`config.mk`:
```
export PLATFORM = sky130hd
export DESIGN_NAME = opll_write_sched
export DESIGN_NICKNAME = d
export VERILOG_FILES = /design/src/rtl/opll_write_sched.sv
export SDC_FILE = /design/constraint.sdc
export NUM_CORES = 1
export LEC_CHECK = 0
export BUFFER_PORTS_ARGS = -buffer_cell sky130_fd_sc_hd__buf_2
export CORE_MARGIN = 5
export CORE_UTILIZATION = 30
export DETAILED_ROUTE_END_ITERATION = 8
export GPL_TIMING_DRIVEN = 0
export HOLD_SLACK_MARGIN = 0.15
export PLACE_DENSITY = 0.55
export SYNTH_ARGS = -nofsm -noshare
export SYNTH_HDL_FRONTEND = slang
export SYNTH_SLANG_ARGS = --single-unit
```
`constraint.sdc`:
```
create_clock -name clk -period 6.3 [get_ports clk]
set_input_delay 1.26 -clock clk [delete_from_list [all_inputs] [get_ports clk]]
set_output_delay 1.26 -clock clk [all_outputs]
set_load 0.1 [all_outputs]
```
`src/rtl/opll_write_sched.sv`:
```
// ---------------------------------------------------------------------------
// opll_write_sched
//
// Register-write scheduler in front of the VM2413 opll core. CPU writes
// (register index + data) are accepted via a valid/ready handshake into a
// small FIFO. Each entry is replayed on the opll bus as an address strobe
// followed by a data strobe. The YM2413 minimum waits between strobes are
// enforced, counted in clkena (xena) cycles.
//
// Optional feature macro: OPLL_WSCHED_SHADOW_EN
//   Adds a 64x8 shadow copy of the OPLL registers 0x00..0x3F. It is readable
//   through shadow_addr/shadow_data.
//
// Parameters:
//   DEPTH      FIFO entries (power of 2, >= 2)
//   ADDR_WAIT  clkena cycles from the address strobe to the data strobe
//   DATA_WAIT  clkena cycles from the data strobe to the next address strobe
//
// Ports:
//   clk, reset     core clock (opll xin), async active-high reset
//   clkena         opll sample enable (xena)
//   req_valid/req_ready/req_reg/req_data   write request handshake
//   opll_d, opll_a, opll_cs_n, opll_we_n   registered opll bus pins
//   busy           FIFO non-empty or a write is in progress
//   level          FIFO occupancy
//   shadow_addr/shadow_data  (macro only) combinational shadow read port
// ---------------------------------------------------------------------------
module opll_write_sched #(
  parameter int DEPTH     = 4,
  parameter int ADDR_WAIT = 12,
  parameter int DATA_WAIT = 84
) (
  input  logic                     clk,
  input  logic                     reset,
  input  logic                     clkena,
  input  logic                     req_valid,
  output logic                     req_ready,
  input  logic [7:0]               req_reg,
  input  logic [7:0]               req_data,
  output logic [7:0]               opll_d,
  output logic                     opll_a,
  output logic                     opll_cs_n,
  output logic                     opll_we_n,
  output logic                     busy,
  output logic [$clog2(DEPTH):0]   level
`ifdef OPLL_WSCHED_SHADOW_EN
  ,
  input  logic [5:0]               shadow_addr,
  output logic [7:0]               shadow_data
`endif
);

  localparam int AW   = $clog2(DEPTH);
  localparam int WMAX = (ADDR_WAIT > DATA_WAIT) ? ADDR_WAIT : DATA_WAIT;
  localparam int CW   = (WMAX < 2) ? 1 : $clog2(WMAX + 1);

  typedef enum logic [2:0] {
    S_IDLE,
    S_ADDR,
    S_AWAIT,
    S_DATA,
    S_DWAIT
  } state_t;

  // FIFO storage and pointers; the extra pointer bit separates full from empty
  logic [15:0]   mem [DEPTH];
  logic [AW:0]   wr_ptr;
  logic [AW:0]   rd_ptr;
  logic          full;
  logic          empty;
  logic          push;
  logic          pop;
  logic [15:0]   head;

  state_t        state;
  state_t        state_nx;
  logic [CW-1:0] cnt;
  logic [CW-1:0] cnt_nx;
  logic [7:0]    cur_reg;
  logic [7:0]    cur_data;

  logic          cs_n_nx;
  logic          a_nx;
  logic [7:0]    d_nx;

  assign empty     = (wr_ptr == rd_ptr);
  assign full      = (wr_ptr[AW-1:0] == rd_ptr[AW-1:0]) && (wr_ptr[AW] != rd_ptr[AW]);
  // Ready depends only on the registered pointers, so a pop on the same edge
  // never makes room for a push into a full FIFO.
  assign req_ready = !full;
  assign push      = req_valid && !full;
  assign level     = wr_ptr - rd_ptr;
  assign head      = mem[rd_ptr[AW-1:0]];
  assign busy      = !empty || (state != S_IDLE);

  always_ff @(posedge clk or posedge reset) begin
    if (reset) begin
      wr_ptr <= '0;
      rd_ptr <= '0;
    end else begin
      if (push) wr_ptr <= wr_ptr + 1'b1;
      if (pop)  rd_ptr <= rd_ptr + 1'b1;
    end
  end

  always_ff @(posedge clk) begin
    if (push) mem[wr_ptr[AW-1:0]] <= {req_reg, req_data};
  end

  always_ff @(posedge clk) begin
    if (pop) {cur_reg, cur_data} <= head;
  end

  // Control state
  always_ff @(posedge clk or posedge reset) begin
    if (reset) begin
      state <= S_IDLE;
      cnt   <= '0;
    end else begin
      state <= state_nx;
      cnt   <= cnt_nx;
    end
  end

  always_comb begin
    state_nx = state;
    cnt_nx   = cnt;
    pop      = 1'b0;
    case (state)
      S_IDLE: begin
        // Pop is not gated by clkena: the strobe only has to be stable
        // by the next sampling edge.
        if (!empty) begin
          pop      = 1'b1;
          state_nx = S_ADDR;
        end
      end
      S_ADDR: begin
        if (clkena) begin
          if (ADDR_WAIT == 0) begin
            state_nx = S_DATA;
          end else begin
            cnt_nx   = CW'(ADDR_WAIT);
            state_nx = S_AWAIT;
          end
        end
      end
      S_AWAIT: begin
        if (clkena) begin
          cnt_nx = cnt - 1'b1;
          if (cnt == CW'(1)) state_nx = S_DATA;
        end
      end
      S_DATA: begin
        if (clkena) begin
          if (DATA_WAIT == 0) begin
            if (!empty) begin
              pop      = 1'b1;
              state_nx = S_ADDR;
            end else begin
              state_nx = S_IDLE;
            end
          end else begin
            cnt_nx   = CW'(DATA_WAIT);
            state_nx = S_DWAIT;
          end
        end
      end
      S_DWAIT: begin
        if (clkena) begin
          cnt_nx = cnt - 1'b1;
          if (cnt == CW'(1)) begin
            // Chain straight into the next write when one is queued
            if (!empty) begin
              pop      = 1'b1;
              state_nx = S_ADDR;
            end else begin
              state_nx = S_IDLE;
            end
          end
        end
      end
      default: state_nx = S_IDLE;
    endcase

    // Bus pins are registered from the next state, so a strobe is visible
    // in the same cycle the FSM enters ADDR or DATA.
    cs_n_nx = !((state_nx == S_ADDR) || (state_nx == S_DATA));
    a_nx    = opll_a;
    d_nx    = opll_d;
    if (pop) begin
      // cur_reg is loaded on this same edge, so take the index from the head
      a_nx = 1'b0;
      d_nx = head[15:8];
    end else begin
      case (state_nx)
        S_ADDR, S_AWAIT: begin
          a_nx = 1'b0;
          d_nx = cur_reg;
        end
        S_DATA, S_DWAIT: begin
          a_nx = 1'b1;
          d_nx = cur_data;
        end
        default: ;
      endcase
    end
  end

  // Registered opll bus
  always_ff @(posedge clk or posedge reset) begin
    if (reset) begin
      opll_cs_n <= 1'b1;
      opll_we_n <= 1'b1;
      opll_a    <= 1'b0;
      opll_d    <= 8'h00;
    end else begin
      opll_cs_n <= cs_n_nx;
      opll_we_n <= cs_n_nx;
      opll_a    <= a_nx;
      opll_d    <= d_nx;
    end
  end

`ifdef OPLL_WSCHED_SHADOW_EN
  // Shadow copy of the registers 0x00..0x3F. An entry is committed on the
  // clkena edge where opll samples the data strobe.
  logic [7:0] shadow [64];
  logic       shadow_we;

  assign shadow_we = (state == S_DATA) && clkena && (cur_reg < 8'h40);

  always_ff @(posedge clk or posedge reset) begin
    if (reset) begin
      for (int i = 0; i < 64; i++) shadow[i] <= 8'h00;
    end else if (shadow_we) begin
      shadow[cur_reg[5:0]] <= cur_data;
    end
  end

  assign shadow_data = shadow[shadow_addr];
`endif

endmodule

```
== Word level (Yosys, flattened, before mapping) ==
Memory sizes are Yosys's and may differ from the RTL's.
Index checks and enable logic that the tools add are counted.

* Equality and inequality tests: 15
* Add/subtract/negate cells: 4
* Reductions and logical operators: 15
* Muxes and demuxes: 23

{| class="wikitable"
|+ Operator list
! cell !! count
|-
| $mux 3 || 7
|-
| $mux 7 || 3
|-
| $pmux 7 s3 || 1
|-
| $pmux 8 s2 || 1
|-
| $pmux 3 s5 || 1
|-
| $eq 3x2->1 const B || 4
|-
| $reduce_bool 3->1 || 3
|-
| $mux 8 || 1
|-
| $eq 7x1->1 const B || 1
|-
| $mux 1 || 7
|-
| $sub 7x1->7 const B || 1
|-
| $add 3x1->3 const B || 2
|-
| $eq 3x1->1 const B || 2
|-
| $eq 3x3->1 const B || 2
|-
| $reduce_or 2->1 || 3
|-
| $ne 2x2->1 const B || 2
|-
| $pmux 1 s2 || 2
|-
| $reduce_and 4->1 || 1
|-
| $eq 3x3->1 || 1
|-
| $logic_not 1->1 || 3
|-
| $logic_not 3->1 || 1
|-
| $sub 3x3->3 || 1
|-
| $eq 2x2->1 || 1
|-
| $logic_and 1x1->1 || 2
|-
| 3 further kinds || 4
|}

* Output and inout bits: 16
* Input bits: 20
* Memory bits (writable): 64
* Logic and storage cells: 67
* Register bits after elaboration: 42
* Memories: 1

{| class="wikitable"
|+ Memory list
! name !! words !! width !! read ports !! clocked after memory_dff !! wr ports !! line !! RTL
|-
| mem || 4 || 16 || 1 || 0 || 1 || 66 || <nowiki>logic [15:0] mem [DEPTH];</nowiki>
|}

== Logic depth before layout (Yosys ltp) ==
* Depth after elaboration: 9
* Gate-level depth with buffers: 10
* Gate-level depth less buffers: 8

== Least setup slack after synthesis ==
OpenSTA, ideal clock, no wires.

* Kind: reg2out
* Start point: register wr_ptr[0]
* End point: output level[2]
* Setup slack: 2.435 ns
* Buffers on the path: 0
* Arrival: 2.605 ns
* Data required time: 5.040 ns
* Cell stages (with the launch flop): 5
* Cells stage by stage: dfrtp_1 inv_1 ha_1 fa_1 xnor2_1

* Cells in the longest elaborated chain, start to end: 1

{| class="wikitable"
|+ RTL lines
! element !! line !! RTL
|-
| from (decl) || 67 || <nowiki>logic [AW:0] wr_ptr;</nowiki>
|-
| from (signal assigned) || 101 || <nowiki>if (push) wr_ptr <= wr_ptr + 1'b1;</nowiki>
|-
| $sub 3x3->3 || 92 || <nowiki>assign level = wr_ptr - rd_ptr;</nowiki>
|-
| to (decl) || 45 || <nowiki>output logic [$clog2(DEPTH):0] level</nowiki>
|}

No other way between the ends.

== Worst setup path in the final report ==
* Start point: register rd_ptr[1]
* End point: output busy

* Cells in the longest elaborated chain, start to end: 3

{| class="wikitable"
|+ RTL lines
! element !! line !! RTL
|-
| from (decl) || 68 || <nowiki>logic [AW:0] rd_ptr;</nowiki>
|-
| from (signal assigned) || 102 || <nowiki>if (pop) rd_ptr <= rd_ptr + 1'b1;</nowiki>
|-
| $eq 3x3->1 || 86 || <nowiki>assign empty = (wr_ptr == rd_ptr);</nowiki>
|-
| $logic_not 1->1 || -- ||
|-
| $logic_or 1x1->1 || 94 || <nowiki>assign busy = !empty || (state != S_IDLE);</nowiki>
|-
| to (decl) || 44 || <nowiki>output logic busy,</nowiki>
|}

No other way between the ends.

==> summary.txt <==
Outcome
  – Outcome: finished clean

CTS
  – CTS tree: yes
  – Number of setup buffers added after CTS: 0
  – TritonCTS buffer count: 9
  – Clock Root Buffer: clkbuf_16
  – Cts hold-fix bufs: 0
  – Clock tree sinks: 106
  – CTS resizes: 0
  – H-tree depth: 3
  – Worst-case clock buffer depth: 2
  – CTS clk-pin slew, worst paths: 0.07 ns
  – Clk_lat worst skew: 0.35 ns

Critical path
  – Worst R2R Path Depth: 6
  – Worst-path cell chain: clkbuf_1 > clkbuf_1 > inv_1 > ha_1 > nand2_1 > or4_1 > buf_2
  – Startpoint Class: flip-flop
  – Critical Path RT: 5.04 ns
  – Cell mode on critical path: clkbuf_1
  – CP Capture Type: output pin
  – Slowest stage cell on the critical path: clkbuf_1
  – Reg-to-reg endpoint: mem[3][15]
  – CP peak stage delay: 0.60 ns
  – WS Path Type: flip-flop to output pin
  – Reg-to-reg slack, setup: 2.92 ns
  – Arr. time, crit path: 3.19 ns
  – Reg2Reg Launch Point: rd_ptr[1]
  – Critical-path maximum fanout: 10

STA
  – Fin. max-slew vios: 0
  – Slew of the pin with the lowest slew margin: 1.04 ns
  – Worst-case clock skew: 0.0110 ns
  – Hold violation total from the final report: 0
  – Setup violators final: 0
  – Tcrit/Tclk final: 70.6%
  – Highest clock rate: 225 MHz
  – Worst hold margin: 0.533 ns
  – Tmin final: 4.45 ns
  – Setup TNS: 0 ns
  – Worst slew margin: 30.3%
  – RSZ-0062 raised after global routing: no

Drt
  – Drt drc: 0
  – Initial DRC Count: 175
  – Vias: 2488
  – Wirelength per Cell: 16.8 microns
  – 1st-pass router iterations: 4
  – Final ANT Viol Nets: 0
  – Via density: 4.79
  – Final Routed Wirelength: 8.74 mm

Yosys
  – Ys Warns: 0
  – Post-synthesis sequential area ratio: 68.9%
  – Synth area leaders: edfxtp_1 (54%), dfrtp_1 (14%), mux4_2 (8.1%), ha_1 (2.5%), nand2_1 (2.0%)
  – Post-Syn Area per Cell: 15.6 sq um
  – Cell area after synthesis: 4430 sq um
  – Top-area cell type share of the netlist area: 54.2%
  – Synth unique cells: 49
  – Leading area contributor after synthesis: edfxtp_1
  – Syn Inst Count: 284
  – Synth Register Bits: 106
  – Mapped Nets: 314

Layout
  – Fill count: 1420
  – Nets: 360
  – Layout cell share with drive strength beyond 1: 24.2%
  – N_diodes: 0
  – Layout area overhead: 15.2%
  – Max reg flops: 64
  – Multi-input logic area: 1270 sq um
  – Register Area: 3050 sq um
  – Final instance area: 5110 sq um

Hold path
  – Hold Crit Endpoint: wr_ptr[2]
  – Worst Hold Launch: wr_ptr[2]
  – Worst hold stages: 1
  – Worst Hold Class: flip-flop to flip-flop

Placement
  – Routability Congestion: 0.825
  – Port bufs: 35
  – Placed cell areas: 4840 sq um
  – HPWL after DPL: 5.73 mm

Global routing
  – GRT Util Overall: 10.4%
  – Initial antenna violation count: 0
  – Vias in the first global route: 2600
  – First-pass GRT wire length: 14.0 mm
  – Grt ovf: 0
  – Largest net degree at the start of global routing: 27

Die
  – Initial Util: 30.5%
  – Die Height: 132 microns
  – Core Area: 14500 sq um
  – I/O pins: 36
  – Row count: 44
  – Die ar.: 17300 sq um
  – Die width: 132 microns

Flow run
  – Max cap viols: 0
## worst max-delay path by stage
stage	start	end	cells past startpoint
after floorplan	wr_ptr[0]	level[2]	4
after global placement	rd_ptr[1]	busy	7
after detailed placement	rd_ptr[1]	busy	7
after CTS	rd_ptr[1]	busy	7
after global routing	rd_ptr[1]	busy	7
final	rd_ptr[1]	busy	7
## layout by cell type, fill, tap and decap left out, types with 2 or more instances in the layout
cell type,count
a21oi_1,5
a22o_1,2
a22oi_1,8
a31oi_1,9
and3_1,4
buf_2,42
clkbuf_1,7
clkbuf_16,9
clkinv_1,2
dfrtp_1,25
edfxtp_1,80
ha_1,9
inv_1,12
inv_6,2
mux4_2,16
nand2_1,24
nand2b_1,2
nand3_1,2
nor2_1,14
nor3_1,4
nor3b_1,2
o21ai_0,9
o22ai_1,2
or3_1,8
xnor2_1,6
xor2_1,3
## final cells by class
type,instances,share of cell area [%]
plain buffers,13,1.20
inverters,13,0.955
clock inverters,5,0.710
clock buffers,11,4.56
flip-flops and latches,106,59.8
multi-input cells,152,24.8
well taps,184,4.51
repair buffers,35,3.43
## cells in the mapped netlist, drive strengths merged
cell type / count
xnor2: 6
nand2b: 2
nand3: 2
nand4bb: 1
a21oi: 5
or2: 1
o22ai: 3
a21o: 1
or4: 1
mux4: 16
inv: 13
nor4: 1
buf: 8
and3: 4
o211ai: 1
o31a: 1
nor3b: 2
dfrtp: 25
clkbuf: 5
o31ai: 1
o21ai: 10
o21ba: 1
or3: 9
nand3b: 1
a31oi: 10
a22oi: 8
and2: 1
fa: 1
nor3: 4
nor2b: 1
ha: 9
o41ai: 1
nand4: 1
o21bai: 2
edfxtp: 80
a21boi: 1
a22o: 2
nand2: 25
dfstp: 1
xor2: 3
nor2: 14
## stage by stage
step / instances / setup WS (ns) / util [%]
5_1_grt: 519 / 1.62 / 35.1
3_3_place_gp: 503 / 2.16 / 33.3
4_1_cts: 519 / 1.76 / 35.1
3_5_place_dp: 503 / 2.16 / 33.3
2_1_floorplan: 284 / 2.43 / -
6_report: 519 / 1.85 / 35.1
## kinds of logic after synthesis
| logic type | count (synthesis) | synth area share, % |
|---|---|---|
| DFF | 106 | 68.9 |
| and+or+nand+nor | 70 | 7.90 |
| AOI/OAI and AO/OA | 47 | 7.82 |
| buffers and inverters | 26 | 2.48 |
| muxes | 16 | 8.13 |
| adders and majority gates | 10 | 2.99 |
| xor gates and xnor gates | 9 | 1.78 |
## layer usage
| metal | vias up | share of wire [%] | global-route usage [%] |
|---|---|---|---|
| li1 | 1171 | - | - |
| met2 | 50 | 49 | 17.3 |
| met3 | 14 | 4.1 | 2.94 |
| met5 | - | 0 | 0 |
| met1 | 1253 | 45 | 12.8 |
| met4 | 0 | 2.3 | 4.17 |
## worst max-delay path, delay by kind of cell (launching register included)
family	cells	cell delay [ns]
flops	1	0.41
buf+inv	4	1.48
simple gates	2	0.56
fa+ha+maj	1	0.39
Power is not shown: default switching activity piles up to over one toggle a cycle in this logic, so the estimate is an artifact.
